## config.mk

```make
export PLATFORM = sky130hd
export DESIGN_NAME = paddle_encoder_flat
export DESIGN_NICKNAME = d
export VERILOG_FILES = /design/src/rtl/paddle_encoder_if.sv /design/src/rtl/paddle_encoder.sv /design/src/flat_wrapper.sv
export SDC_FILE = /design/constraint.sdc
export NUM_CORES = 1
export LEC_CHECK = 0
export ABC_AREA = 1
export BUFFER_PORTS_ARGS = -buffer_cell sky130_fd_sc_hd__buf_4
export CAP_MARGIN = 20
export CORE_UTILIZATION = 56
export CTS_CLUSTER_DIAMETER = 120
export CTS_CLUSTER_SIZE = 25
export DETAILED_ROUTE_END_ITERATION = 16
export HOLD_SLACK_MARGIN = 0.08
export PLACE_DENSITY = 0.83
export SYNTH_ARGS = -nofsm -noshare
export SYNTH_HDL_FRONTEND = slang
export SYNTH_SLANG_ARGS = --single-unit
```

## constraint.sdc

```tcl
create_clock -name clk -period 3.55 [get_ports clk]
set_clock_uncertainty 0.2 [all_clocks]
set_input_delay 0.8875 -clock clk [delete_from_list [all_inputs] [get_ports clk]]
set_output_delay 0.8875 -clock clk [all_outputs]
set_load 0.05 [all_outputs]
```

## src/rtl/paddle_encoder_if.sv

```systemverilog
// Encoder contacts in, paddle bitmask and position out.
`timescale 1ns/1ps
interface paddle_encoder_if;
    logic        enc_a;
    logic        enc_b;
    logic [31:0] paddle;
    logic [4:0]  position;

    modport master (output enc_a, output enc_b, input paddle, input position);
    modport slave  (input enc_a, input enc_b, output paddle, output position);
endinterface

```

## src/rtl/paddle_encoder.sv

```systemverilog
// Quadrature encoder to clamped paddle bitmask: sync, debounce, decode, accumulate.
`timescale 1ns/1ps
module paddle_encoder #(
    parameter int WIDTH    = 5,
    parameter int INIT_POS = 13,
    parameter int DEBOUNCE = 3,
    parameter int QSTEPS   = 4
) (
    input  logic            clk,
    input  logic            reset,
    paddle_encoder_if.slave bus
);
    localparam logic [4:0]        MAX_POS = 5'(32 - WIDTH);
    localparam logic [4:0]        RST_POS = 5'(INIT_POS);
    localparam logic [31:0]       BASE    = 32'((64'd1 << WIDTH) - 64'd1);
    localparam logic [3:0]        DB      = 4'(DEBOUNCE);
    localparam logic signed [3:0] Q_POS   = 4'(QSTEPS);
    localparam logic signed [3:0] Q_NEG   = 4'(-QSTEPS);

    logic [1:0] w_raw;
    logic [1:0] r_sync1, r_sync2;
    logic [1:0] w_filt;
    logic [1:0] r_prev;

    assign w_raw = {bus.enc_a, bus.enc_b};

    always_ff @(posedge clk or posedge reset) begin
        if (reset) begin
            r_sync1 <= '0;
            r_sync2 <= '0;
        end else begin
            r_sync1 <= w_raw;
            r_sync2 <= r_sync1;
        end
    end

    // Bit 1 is channel A, bit 0 is channel B.
    for (genvar i = 0; i < 2; i++) begin : g_db
        logic       r_f;
        logic [3:0] r_cnt;

        always_ff @(posedge clk or posedge reset) begin
            if (reset) begin
                r_f   <= 1'b0;
                r_cnt <= '0;
            end else if (r_sync2[i] == r_f) begin
                r_cnt <= '0;
            end else if (r_cnt + 4'd1 == DB) begin
                r_f   <= r_sync2[i];
                r_cnt <= '0;
            end else begin
                r_cnt <= r_cnt + 4'd1;
            end
        end

        assign w_filt[i] = r_f;
    end

    logic signed [1:0] w_delta;
    logic signed [3:0] w_sum;
    logic [2:0]        r_acc;
    logic [2:0]        w_acc_nxt;
    logic [4:0]        r_pos;
    logic [4:0]        w_pos_nxt;
    logic [31:0]       r_paddle;

    // Forward Gray order 00 -> 01 -> 11 -> 10 -> 00; double-bit flips count as no motion.
    always_comb begin
        w_delta = 2'sb00;
        case ({r_prev, w_filt})
            4'b00_01, 4'b01_11, 4'b11_10, 4'b10_00: w_delta = 2'sb01;
            4'b01_00, 4'b11_01, 4'b10_11, 4'b00_10: w_delta = 2'sb11;
            default:                                w_delta = 2'sb00;
        endcase
    end

    assign w_sum = {r_acc[2], r_acc} + {{2{w_delta[1]}}, w_delta};

    // A completed detent always clears the accumulator, even when the position is pinned.
    always_comb begin
        w_acc_nxt = w_sum[2:0];
        w_pos_nxt = r_pos;
        if (w_sum == Q_POS) begin
            w_acc_nxt = '0;
            if (r_pos != MAX_POS) w_pos_nxt = r_pos + 5'd1;
        end else if (w_sum == Q_NEG) begin
            w_acc_nxt = '0;
            if (r_pos != 5'd0) w_pos_nxt = r_pos - 5'd1;
        end
    end

    always_ff @(posedge clk or posedge reset) begin
        if (reset) begin
            r_prev   <= '0;
            r_acc    <= '0;
            r_pos    <= RST_POS;
            r_paddle <= BASE << RST_POS;
        end else begin
            r_prev   <= w_filt;
            r_acc    <= w_acc_nxt;
            r_pos    <= w_pos_nxt;
            r_paddle <= BASE << w_pos_nxt;
        end
    end

    assign bus.paddle   = r_paddle;
    assign bus.position = r_pos;
endmodule
```

## src/flat_wrapper.sv

```systemverilog
// flat-port wrapper written by rule: the top's interface ports become plain ports
module paddle_encoder_flat 
#(
    parameter int WIDTH    = 5,
    parameter int INIT_POS = 13,
    parameter int DEBOUNCE = 3,
    parameter int QSTEPS   = 4
)
  (clk, reset, bus_enc_a, bus_enc_b, bus_paddle, bus_position);
  paddle_encoder_if bus_i ();
  input  logic clk;
  input  logic reset;
  input wire logic [$bits(bus_i.enc_a)-1:0] bus_enc_a;
  input wire logic [$bits(bus_i.enc_b)-1:0] bus_enc_b;
  output wire logic [$bits(bus_i.paddle)-1:0] bus_paddle;
  output wire logic [$bits(bus_i.position)-1:0] bus_position;
  assign bus_i.enc_a = bus_enc_a;
  assign bus_i.enc_b = bus_enc_b;
  assign bus_paddle = bus_i.paddle;
  assign bus_position = bus_i.position;
  paddle_encoder #(.WIDTH(WIDTH), .INIT_POS(INIT_POS), .DEBOUNCE(DEBOUNCE), .QSTEPS(QSTEPS)) u_core (.clk(clk), .reset(reset), .bus(bus_i));
endmodule
```

Word-level counts from Yosys, hierarchy flattened

Memories as Yosys holds them, arrays and structs flattened.
Cells that the tools add are included.

Bitwise operators: 2
Shift operators: 1
Add/sub/neg operators: 5
Reduce and logical (&&, ||, !) cells: 3
Eq/ne operators: 7
Mux-type cells: 10

Operators by type and width:

| operator                                            | count |
|---|---|
| << shifter 5 x 5 -> 32 bit, first input constant    | 1 |
| two-way mux 5 bit                                   | 4 |
| two-way mux 4 bit                                   | 4 |
| adder 4 x 1 -> 4 bit, second input constant         | 2 |
| equality test 4 x 2 -> 1 bit, second input constant | 2 |
| two-way mux 3 bit                                   | 2 |
| adder 5 x 1 -> 5 bit, second input constant         | 1 |
| inequality test 5 bit, second input constant        | 1 |
| nonzero test 5 bit                                  | 1 |
| subtractor 5 x 1 -> 5 bit, second input constant    | 1 |
| adder 3 x 2 -> 4 bit                                | 1 |
| equality test 4 x 3 -> 1 bit, second input constant | 1 |
| equality test 4 bit, second input constant          | 1 |
| AND reduction 2 bit                                 | 2 |
| equality test 1 bit                                 | 2 |
| NOT 1 bit                                           | 2 |

Output and inout bits: 37
Bits in registers: 56
Memory bits (read-only): 32
Word-level logic and storage cells: 39
Memories kept: 1

Memories:

| name            | depth | width | read ports | clocked after Yosys merged registers in | wr ports | RTL line             | text |
|---|---|---|---|---|---|---|---|
| (no name shown) | 16    | 2     | 1          | 0                                       | 0        | paddle_encoder.sv:70 | `case ({r_prev, w_filt})` |

Depth between registers and ports, before layout

Gate-level depths: netlist of run 1.
An unclocked memory read counts as a cell.

Depth after elaboration: 6
Mapped depth: 21
Depth with buffers taken out: 21

Least setup slack after synthesis of run 1

No wires, ideal clock.

Kind: register to register
Start point: register u_core.g_db[1].r_f
End point: register u_core.r_paddle[26] (netlist: u_core.bus.paddle[26])
Data required time: 3,229 ps
Stages on the path, launching flop included: 21
Buffers on the path: 0
Period minus slack after synthesis: 3,231 ps
Data arrival time: 2,910 ps
Path slack: 319 ps
Cells stage by stage: dfrtp_1 inv_1 ha_1 xnor2_1 xor2_1 inv_1 ha_1 inv_1 fa_1 inv_1 nor2_2 nand3_4 nor2_8 inv_2 or2_4 nand2_4 nand2_2 nand2_4 nand2_2 nand2_1 nor2_1

Word-level cells in the longest chain between the ends: 6
Elaborated cells between the ends (all ways): 7
Those cells by class: add/sub (1); eq/ne (2); shift (1); mux (2); memory (1)

Ends and longest elaborated chain:

| item                           | RTL line              | text |
|---|---|---|
| start, declared                | paddle_encoder.sv:39  | `logic r_f;` |
| start signal, assigned         | paddle_encoder.sv:49  | `r_f <= r_sync2[i];` |
| memory (16 x 2 bit) (*)        | n/a                   |  |
| adder 3 x 2 -> 4 bit (*)       | paddle_encoder.sv:77  | `assign w_sum = {r_acc[2], r_acc} + {{2{w_delta[1]}}, w_delta};` |
| equality test 4 x 3 -> 1 bit   | paddle_encoder.sv:86  | `end else if (w_sum == Q_NEG) begin` |
| two-way mux 5 bit              | paddle_encoder.sv:86  |  |
| two-way mux 5 bit (*)          | paddle_encoder.sv:83  | `if (w_sum == Q_POS) begin` |
| net u_core.w_pos_nxt[1]        | paddle_encoder.sv:64  | `logic [4:0] w_pos_nxt;` |
| << shifter 5 x 5 -> 32 bit (*) | paddle_encoder.sv:102 | `r_paddle <= BASE << w_pos_nxt;` |
| end signal, assigned           | paddle_encoder.sv:97  | `r_paddle <= BASE << RST_POS;` |
| end signal, assigned           | paddle_encoder.sv:102 |  |
| end, declared                  | paddle_encoder.sv:65  | `logic [31:0] r_paddle;` |

The timed path passes the listed nets; every way through them passes the cells marked *.
A chain may end at the register's enable or synchronous reset.

Worst setup path after layout of run 1

Start point: register u_core.g_db[1].r_f
End point: register u_core.r_paddle[9] (netlist: u_core.bus.paddle[9])

Word-level cells in the longest chain between the ends: 6
Elaborated cells between the ends (all ways): 7
Those cells by class: add/sub (1); eq/ne (2); shift (1); mux (2); memory (1)

Ends and longest elaborated chain:

| item                           | RTL line |
|---|---|
| memory (16 x 2 bit) (*)        | n/a |
| adder 3 x 2 -> 4 bit (*)       | paddle_encoder.sv:77 |
| equality test 4 x 3 -> 1 bit   | paddle_encoder.sv:86 |
| two-way mux 5 bit              | paddle_encoder.sv:86 |
| two-way mux 5 bit (*)          | paddle_encoder.sv:83 |
| << shifter 5 x 5 -> 32 bit (*) | paddle_encoder.sv:102 |

Mark *: on every way between the ends. The rest lies on a longest branch, timed or not.

==> impl_metrics.py, run 1 <==
metrics = {
    "placed_design": {
        "dp_slack_ns": 0.0866,
        "place_congestion": 0.902,
        "placed_cell_area_um2": 3020,
        "port_buffers": 40,
        "dpl.hpwl_um": 3750,
    },
    "layout": {
        "fin_nets": 348,
        "syn_to_final_growth_pct": 17.5,
        "antenna_cells": 0,
        "layout_commonest_cell": "nand2_1",
        "design_area_um2": 3140,
        "finalCoreUtilization_pct": 70.2,
        "drive_gt1_share_pct": 29.0,
        "final_cell_mix": "59 x nand2_1, 48 x dfrtp_1, 46 x buf_4",
    },
    "grt": {
        "grt_overflow": 0,
        "grt_usage_pct": 21.7,
        "grt_max_degree": 43,
        "grt_pass1_wl_um": 8450,
        "grt_pass1_vias": 1868,
        "antenna_found_initial": 0,
    },
    "critical_path": {
        "r2r_cells": 21,
        "r2r-start": "u_core.g_db[1].r_f",
        "required_ns": 3.53,
        "crit_path_start": "u_core.g_db[1].r_f",
        "cp-end-kind": "flip-flop",
        "startpoint_type": "flip-flop",
        "worstSetupPathType": "flip-flop to flip-flop",
        "r2r_setup_slack_ns": 0.19,
        "crit_arrival_ns": 3.34,
        "crit_path_max_fanout": 9,
        "critPathCapture": "u_core.bus.paddle[9]",
        "r2r_end": "u_core.bus.paddle[9]",
    },
    "die": {
        "ios": 41,
        "row_count": 24,
        "die_h_um": 71.1,
        "initial_core_util_pct": 59.7,
        "die-width_um": 71.1,
        "dieArea_um2": 5050,
        "fp.coreArea_um2": 4470,
    },
    "hold_path": {
        "hold_depth": 0,
        "hold_class": "flip-flop to flip-flop",
    },
    "route": {
        "wl_um": 5040,
        "viasPerCell": 5.04,
        "drtIter0Drc": 77,
        "num_vias": 1929,
        "first_pass_iters": 6,
        "antenna_left": 0,
        "drcViolationCount": 0,
        "wl_per_cell_um": 13.2,
    },
    "sta": {
        "slew_violations": 0,
        "final-setup-viol-count": 0,
        "worst_slew_pin_slew_ns": 0.511,
        "fin_ws_ns": 0.190,
        "max_freq_mhz": 298,
        "grt_setup_unrepaired": "false",
        "finalSetupTns_ns": 0,
        "period_needed_ns": 3.36,
        "max_slew_margin_pct": 65.9,
        "hold_viol": 0,
        "finalCritPeriodShare_pct": 94.6,
    },
    "logic_synthesis": {
        "ys_seq_elements": 56,
        "yosysSeqAreaShare_pct": 52.8,
        "syn_nets": 301,
        "synthDistinctLibCells": 31,
        "synth.avg_cell_area_um2": 9.44,
        "syn_inst": 283,
        "yosys_warnings": 0,
        "syn-cell-area_um2": 2670,
    },
    "cts": {
        "cts_inserted_buffers": 5,
        "cts_root_buf": "clkbuf_8",
        "clock_path_buffers": 2,
        "cts.sinks": 56,
        "path_clk_slew_ns": 0.10,
        "h-tree-depth": 2,
        "clkLatencyLatePin_ns": 0.30,
        "cts_tree": "done",
    },
    "outcome": {
        "outcome": "finished, final reports clean",
    },
    "run": {
        "drv_cap": 0,
    },
}
timing repair:
item,4_1_cts,5_1_grt
endpoints found under the setup margin,0,31
setup buffers,0,2
hold buffers,0,0
resized for setup,0,3
state kept, by name, indices dropped and copies added, names as in the netlist:
name and flops:
u_core.bus.paddle 32, u_core.g_db.r_cnt 8, u_core.bus.position 5, u_core.r_acc 3
u_core.g_db.r_f 2, u_core.r_prev 2, u_core.r_sync1 2, u_core.r_sync2 2
layout make-up:
class	count	area (µm²)
fill	341	1340
timing repair buffer	46	345
tap	52	65.1
multi-input combinational	193	1130
clock buffer	6	72.6
clock inverter	2	13.8
sequential	56	1410
inverter	28	105
routing by layer:
metal / global-route usage (%) / part of all wire (%)
met1: 29.3 / 47
met2: 35.8 / 49
met3: 5.27 / 3.8
met4: 4.89 / 0.34
met5: 0 / 0
worst max-delay path, stage by stage (launching register included):
cell and delay [ns]:
dfrtp_1 0.38, inv_1 0.08, ha_1 0.31, xnor2_1 0.13
xor2_1 0.15, inv_1 0.06, ha_1 0.15, inv_1 0.05
fa_1 0.48, inv_1 0.07, nor2_4 0.11, nand3_4 0.13
nor2_8 0.19, nand2_1 0.09, nand2_1 0.06, nand2_1 0.05
nand2_1 0.11, nand2_1 0.09, nand2_1 0.09, nand2_1 0.12
nand2_1 0.11, nor2_1 0.04
cell usage after synthesis, drive strengths merged:
| master | number | area [µm²] |
|---|---|---|
| dfrtp | 48 | 1200 |
| inv | 28 | 105 |
| buf | 6 | 45.0 |
| fa | 1 | 20.0 |
| xor2 | 5 | 43.8 |
| nand4 | 7 | 50.1 |
| o21ai | 5 | 25.0 |
| dfstp | 8 | 210 |
| or2 | 6 | 40.0 |
| xnor2 | 5 | 43.8 |
| ha | 13 | 163 |
| nand2 | 71 | 312 |
| nor2 | 44 | 186 |
| nand3 | 29 | 173 |
| nor3 | 3 | 20.0 |
| a32oi | 1 | 8.76 |
| a21oi | 3 | 26.3 |
worst min path at each step:
stage	startpoint	to	slack, ns
finish	u_core.r_sync1[1]	u_core.r_sync2[1]	0.16
global route	u_core.r_sync1[0]	u_core.r_sync2[0]	0.17
CTS	u_core.r_sync1[1]	u_core.r_sync2[1]	0.16
detailed placement	u_core.r_sync1[1]	u_core.r_sync2[1]	0.14
global placement	u_core.r_sync1[0]	u_core.r_sync2[0]	0.13
floorplan	u_core.r_sync1[0]	u_core.r_sync2[0]	0.13
stage by stage:
step,std cells,hold slack [ns]
after floorplan,283,0.131
after global placement,373,0.133
after detailed placement,373,0.137
after CTS,381,0.161
after global routing,383,0.173
final,383,0.156
kinds of logic (layout without fill, tap and decap cells):
logic type | Yosys count | count (layout) | synth area share, %
flops | 56 | 56 | 52.8
compound gates | 9 | 9 | 2.25
xor+xnor | 10 | 10 | 3.28
simple gates | 160 | 160 | 29.2
buf+inv | 34 | 82 | 5.62
fa+ha+maj | 14 | 14 | 6.84
Power of run 1 is not shown: default switching activity piles up to over one toggle a cycle in this logic, so the estimate is an artifact.
==> run 2, diff against run 1 <==
--- a/config.mk
+++ b/config.mk
@@ -8,12 +8,12 @@
 export ABC_AREA = 1
 export BUFFER_PORTS_ARGS = -buffer_cell sky130_fd_sc_hd__buf_4
 export CAP_MARGIN = 20
-export CORE_UTILIZATION = 56
+export CORE_UTILIZATION = 60
 export CTS_CLUSTER_DIAMETER = 120
 export CTS_CLUSTER_SIZE = 25
 export DETAILED_ROUTE_END_ITERATION = 16
 export HOLD_SLACK_MARGIN = 0.08
-export PLACE_DENSITY = 0.83
+export PLACE_DENSITY = 0.88
 export SYNTH_ARGS = -nofsm -noshare
 export SYNTH_HDL_FRONTEND = slang
 export SYNTH_SLANG_ARGS = --single-unit
==> constraint.sdc (replaced) <==
create_clock -name clk -period 4.3 [get_ports clk]
set_clock_uncertainty 0.2 [all_clocks]
set_input_delay 1.075 -clock clk [delete_from_list [all_inputs] [get_ports clk]]
set_output_delay 1.075 -clock clk [all_outputs]
set_load 0.05 [all_outputs]
==> impl_metrics.py, run 2 (same netlist as run 1, synthesis figures left out) <==
metrics = {
    "cts": {
        "cts_root_buf": "clkbuf_8",
        "cts_setup_buffers": 0,
        "ctsResizeCount": 0,
        "cts.sinks": 56,
        "cts_tree": "done",
        "clock_path_buffers": 2,
        "ctsHoldBuffers": 0,
        "h-tree-depth": 2,
        "clkLatencyLatePin_ns": 0.30,
        "cts_inserted_buffers": 5,
        "path_clk_slew_ns": 0.10,
    },
    "layout": {
        "antenna_cells": 0,
        "layout.cells.non_filler": 376,
        "fillCellCount": 292,
        "layout_commonest_cell": "nand2_1",
        "drive_gt1_share_pct": 27.6,
        "seq_area_um2": 1410,
        "fin_nets": 343,
        "multi_input_area_um2": 1110,
        "largest_register_ff_count": 32,
        "design_area_um2": 3140,
        "final_cell_mix": "59 x nand2_1, 48 x dfrtp_1, 41 x nor2_1",
        "syn_to_final_growth_pct": 17.6,
    },
    "sta": {
        "finalSetupTns_ns": 0,
        "period_needed_ns": 3.76,
        "grt_setup_unrepaired": "false",
        "max_freq_mhz": 266,
        "max_slew_margin_pct": 59.9,
        "worst_slew_pin_slew_ns": 0.600,
        "slew_violations": 0,
        "final-setup-viol-count": 0,
        "fin_ws_ns": 0.541,
        "hold_viol": 0,
        "finalCritPeriodShare_pct": 87.4,
    },
    "route": {
        "num_vias": 1963,
        "first_pass_iters": 5,
        "drcViolationCount": 0,
        "wl_um": 5200,
        "drtIter0Drc": 128,
        "antenna_left": 0,
        "viasPerCell": 5.22,
        "wl_per_cell_um": 13.8,
    },
    "run": {
        "drv_cap": 0,
    },
    "critical_path": {
        "cp-end-kind": "flip-flop",
        "crit_arrival_ns": 3.76,
        "r2r-start": "u_core.g_db[0].r_f",
        "worstSetupPathType": "flip-flop to flip-flop",
        "startpoint_type": "flip-flop",
        "crit_path_max_fanout": 20,
        "crit_path_start": "u_core.g_db[0].r_f",
        "required_ns": 4.30,
    },
    "grt": {
        "grt_usage_pct": 24.6,
        "grt_max_degree": 57,
        "grt_pass1_wl_um": 8250,
        "grt_pass1_vias": 1765,
        "antenna_found_initial": 0,
        "grt_overflow": 0,
    },
    "placed_design": {
        "port_buffers": 40,
        "dpl.hpwl_um": 3790,
        "dp_slack_ns": 0.544,
        "place_congestion": 0.863,
        "dpl.cell_count": 367,
        "placed_cell_area_um2": 2990,
    },
    "hold_path": {
        "hold_class": "flip-flop to flip-flop",
        "min_from": "u_core.r_sync1[0]",
    },
    "die": {
        "row_count": 23,
        "fp.coreArea_um2": 4140,
        "ios": 41,
        "die-width_um": 68.7,
        "initial_core_util_pct": 64.5,
        "dieArea_um2": 4730,
        "die_h_um": 68.7,
    },
    "outcome": {
        "outcome": "finished, final reports clean",
    },
}
run 2: through the flow:
| stage | hold slack [ns] | utilization (%) |
|---|---|---|
| CTS | 0.161 | 75.4 |
| global route | 0.165 | 75.8 |
| finish | 0.158 | 75.8 |
| global placement | 0.132 | 72.2 |
| detailed placement | 0.136 | 72.2 |
| floorplan | 0.131 | - |
run 2: critical path, cell delays in order (launching register included):
cell and delay (ns):
dfrtp_1 0.44, inv_1 0.11, ha_1 0.30, xnor2_1 0.14, xor2_1 0.15, inv_1 0.06
ha_1 0.15, inv_1 0.05, fa_1 0.48, inv_1 0.06, nor2_2 0.15, nand3_4 0.15
inv_2 0.10, nand2_2 0.08, o21ai_1 0.14, nand2_1 0.08, nand2_2 0.28, inv_2 0.24
nor3_1 0.27
run 2: worst paths after layout:
path / to / slack [ns] / cells after the start
setup / recovery: u_core.bus.paddle[0] / 0.54 / 18
hold / removal: u_core.r_sync2[0] / 0.16 / 0
setup reg to reg: u_core.bus.paddle[0] / 0.54 / 18
hold reg to reg: u_core.r_sync2[0] / 0.16 / 0
max in group asynchronous: u_core.bus.position[3] / 2.63 / 3
min in group asynchronous: u_core.g_db[0].r_cnt[0] / 0.63 / 2
run 2: final cells by class:
cell class                      instances  area share [%]
Multi-Input combinational cell        193            35.4
Inverter                               28            3.34
Tap cell                               50            1.99
Clock buffer                            6            2.31
Sequential cell                        56            44.9
Clock inverter                          2            1.91
Timing Repair Buffer                   41            10.2
run 2: per-layer routing:
| metal | GRT usage, % | up-vias | routed length (µm) |
|---|---|---|---|
| met2 | 39.7 | 50 | 2500 |
| met4 | 6.12 | 0 | 32 |
| met1 | 33.7 | 938 | 2450 |
| met3 | 5.76 | 5 | 223 |
| li1 | - | 970 | - |
| met5 | 0 | - | 0 |
Power of run 2 is left out for the same reason.
==> run 3, diff against run 2 <==
--- a/config.mk
+++ b/config.mk
@@ -5,7 +5,6 @@
 export SDC_FILE = /design/constraint.sdc
 export NUM_CORES = 1
 export LEC_CHECK = 0
-export ABC_AREA = 1
 export BUFFER_PORTS_ARGS = -buffer_cell sky130_fd_sc_hd__buf_4
 export CAP_MARGIN = 20
 export CORE_UTILIZATION = 60
==> impl_metrics.py, run 3 <==
metrics = {
    "layout": {
        "drive_gt1_share_pct": 28.9,
        "largest_register_ff_count": 32,
        "antenna_cells": 0,
        "layout_commonest_cell": "dfrtp_1",
        "syn_to_final_growth_pct": 17.8,
        "final_cell_mix": "48 x dfrtp_1, 40 x buf_4, 25 x nor2_1",
        "fin_nets": 290,
    },
    "cts": {
        "h-tree-depth": 2,
        "ctsResizeCount": 0,
        "cts_setup_buffers": 0,
        "cts_inserted_buffers": 5,
        "cts_root_buf": "clkbuf_8",
        "cts.sinks": 56,
        "cts_tree": "done",
        "path_clk_slew_ns": 0.10,
        "clock_path_buffers": 2,
        "ctsHoldBuffers": 0,
        "clkLatencyLatePin_ns": 0.31,
    },
    "sta": {
        "hold_viol": 0,
        "max_slew_margin_pct": 64.1,
        "fin_ws_ns": 0.326,
        "max_freq_mhz": 252,
        "grt_setup_unrepaired": "false",
        "slew_violations": 0,
        "finalSetupTns_ns": 0,
        "worst_slew_pin_slew_ns": 0.538,
        "period_needed_ns": 3.97,
        "final-setup-viol-count": 0,
        "finalCritPeriodShare_pct": 92.4,
    },
    "route": {
        "drcViolationCount": 0,
        "wl_um": 5350,
        "drtIter0Drc": 98,
        "viasPerCell": 5.72,
        "wl_per_cell_um": 16.6,
        "antenna_left": 0,
        "num_vias": 1849,
        "first_pass_iters": 4,
    },
    "logic_synthesis": {
        "syn_inst": 228,
        "yosysMostFrequentCell": "dfrtp_1",
        "synthDistinctLibCells": 51,
        "yosys-top-cells-count": "48 x dfrtp_1, 25 x nor2_1, 13 x ha_1, 13 x inv_1, 12 x nor3_1",
        "synth_area_leaders": "dfrtp_1 46%, dfstp_2 8.1%, ha_1 6.3%, nor2_1 3.6%, xnor2_1 2.7%",
        "synth_area_leader_cell": "dfrtp_1",
        "ys_seq_elements": 56,
        "synth.top_cell.area_share_pct": 46.5,
        "syn_nets": 246,
        "synth.avg_cell_area_um2": 11.3,
        "synth_edf_count": 0,
        "yosysSeqAreaShare_pct": 54.6,
        "yosys_warnings": 0,
        "synth-main-ff-cell": "dfrtp_1",
        "async_reset_ff_share_pct": 100,
        "syn-cell-area_um2": 2580,
    },
    "placed_design": {
        "place_congestion": 0.931,
        "dpl.hpwl_um": 3820,
        "dp_slack_ns": 0.505,
        "port_buffers": 40,
    },
    "critical_path": {
        "startpoint_type": "flip-flop",
        "worstSetupPathType": "flip-flop to flip-flop",
        "crit_path_max_fanout": 8,
        "crit_arrival_ns": 3.96,
        "r2r_cells": 14,
        "required_ns": 4.29,
        "cp-end-kind": "flip-flop",
    },
    "die": {
        "die_h_um": 67.6,
        "row_count": 23,
        "ios": 41,
        "fp.coreArea_um2": 4060,
        "dieArea_um2": 4570,
        "initial_core_util_pct": 63.7,
        "die-width_um": 67.6,
    },
    "grt": {
        "grt_pass1_vias": 1812,
        "grt_max_degree": 33,
        "antenna_found_initial": 0,
        "grt_overflow": 0,
        "grt_usage_pct": 25.6,
        "grt_pass1_wl_um": 8400,
    },
    "hold_path": {
        "hold_class": "flip-flop to flip-flop",
        "hold_depth": 0,
    },
    "outcome": {
        "outcome": "finished, final reports clean",
    },
    "run": {
        "drv_cap": 0,
    },
}
-- run 3: cell types whose count changed after synthesis, moves of 4 or more --
cell,previous run,this run
or2_2,4,0
nand3_1,25,11
inv_1,22,13
nor2_1,41,25
o22ai_1,0,4
nor3_1,2,12
nand2_1,59,9
nand2_2,9,3
nand2b_1,0,6
o21ai_0,0,7
-- run 3: path summary, 6_finish.rpt --
kind | end | startpoint | slack (ns)
worst max-delay path | u_core.bus.paddle[25] | u_core.g_db[1].r_f | 0.33
worst min-delay path | u_core.r_sync2[1] | u_core.r_sync1[1] | 0.16
worst max register to register | u_core.bus.paddle[25] | u_core.g_db[1].r_f | 0.33
worst min register to register | u_core.r_sync2[1] | u_core.r_sync1[1] | 0.16
max in group asynchronous | u_core.bus.paddle[13] | reset | 2.67
min in group asynchronous | u_core.r_sync1[0] | reset | 0.61
-- run 3: final cells by class --
type / instances / area, µm²
clock buffer: 6 / 72.6
clock inverter: 2 / 38.8
fill: 274 / 1010
inverter: 18 / 72.6
multi-input combinational: 150 / 1070
sequential: 56 / 1410
tap: 50 / 62.6
timing repair buffer: 41 / 320
-- run 3: metal layers --
metal | share of wire [%] | track usage [%]
met1 | 41 | 28.9
met2 | 55 | 46.7
met3 | 3.0 | 6.42
met4 | 1.2 | 7.98
met5 | 0 | 0
-- run 3: stage by stage --
step                instance area, µm²  hold slack, ns  util (%)  std cells
finish                            3040           0.163      75.0        323
global route                      3040           0.173      75.0        323
CTS                               3040           0.161      75.0        323
detailed placement                2930           0.140      72.3        315
global placement                  2910           0.144      71.8        314
floorplan                         2580           0.131         -        228
-- run 3: worst max-delay path: stages (launching register included) --
cell and delay (ns):
dfrtp_1 0.45, inv_1 0.09, ha_1 0.33, xnor2_1 0.22
xnor2_1 0.15, ha_1 0.18, inv_1 0.05, fa_1 0.44
xnor2_1 0.31, nand2_1 0.17, o31a_1 0.34, o221ai_2 0.44
inv_2 0.19, nand3_1 0.20, o22ai_1 0.10
-- run 3: logic make-up after synthesis --
logic type	count (synthesis)	share of synthesized area [%]
multiplexers	5	2.52
AO/OA/AOI/OAI	32	8.76
flip-flops	56	54.6
XOR/XNOR	14	5.03
AND/OR/NAND/NOR	85	17.9
buffers and inverters	22	4.16
adder cells (fa/ha/maj)	14	7.07
Power of run 3 is left out for the same reason.
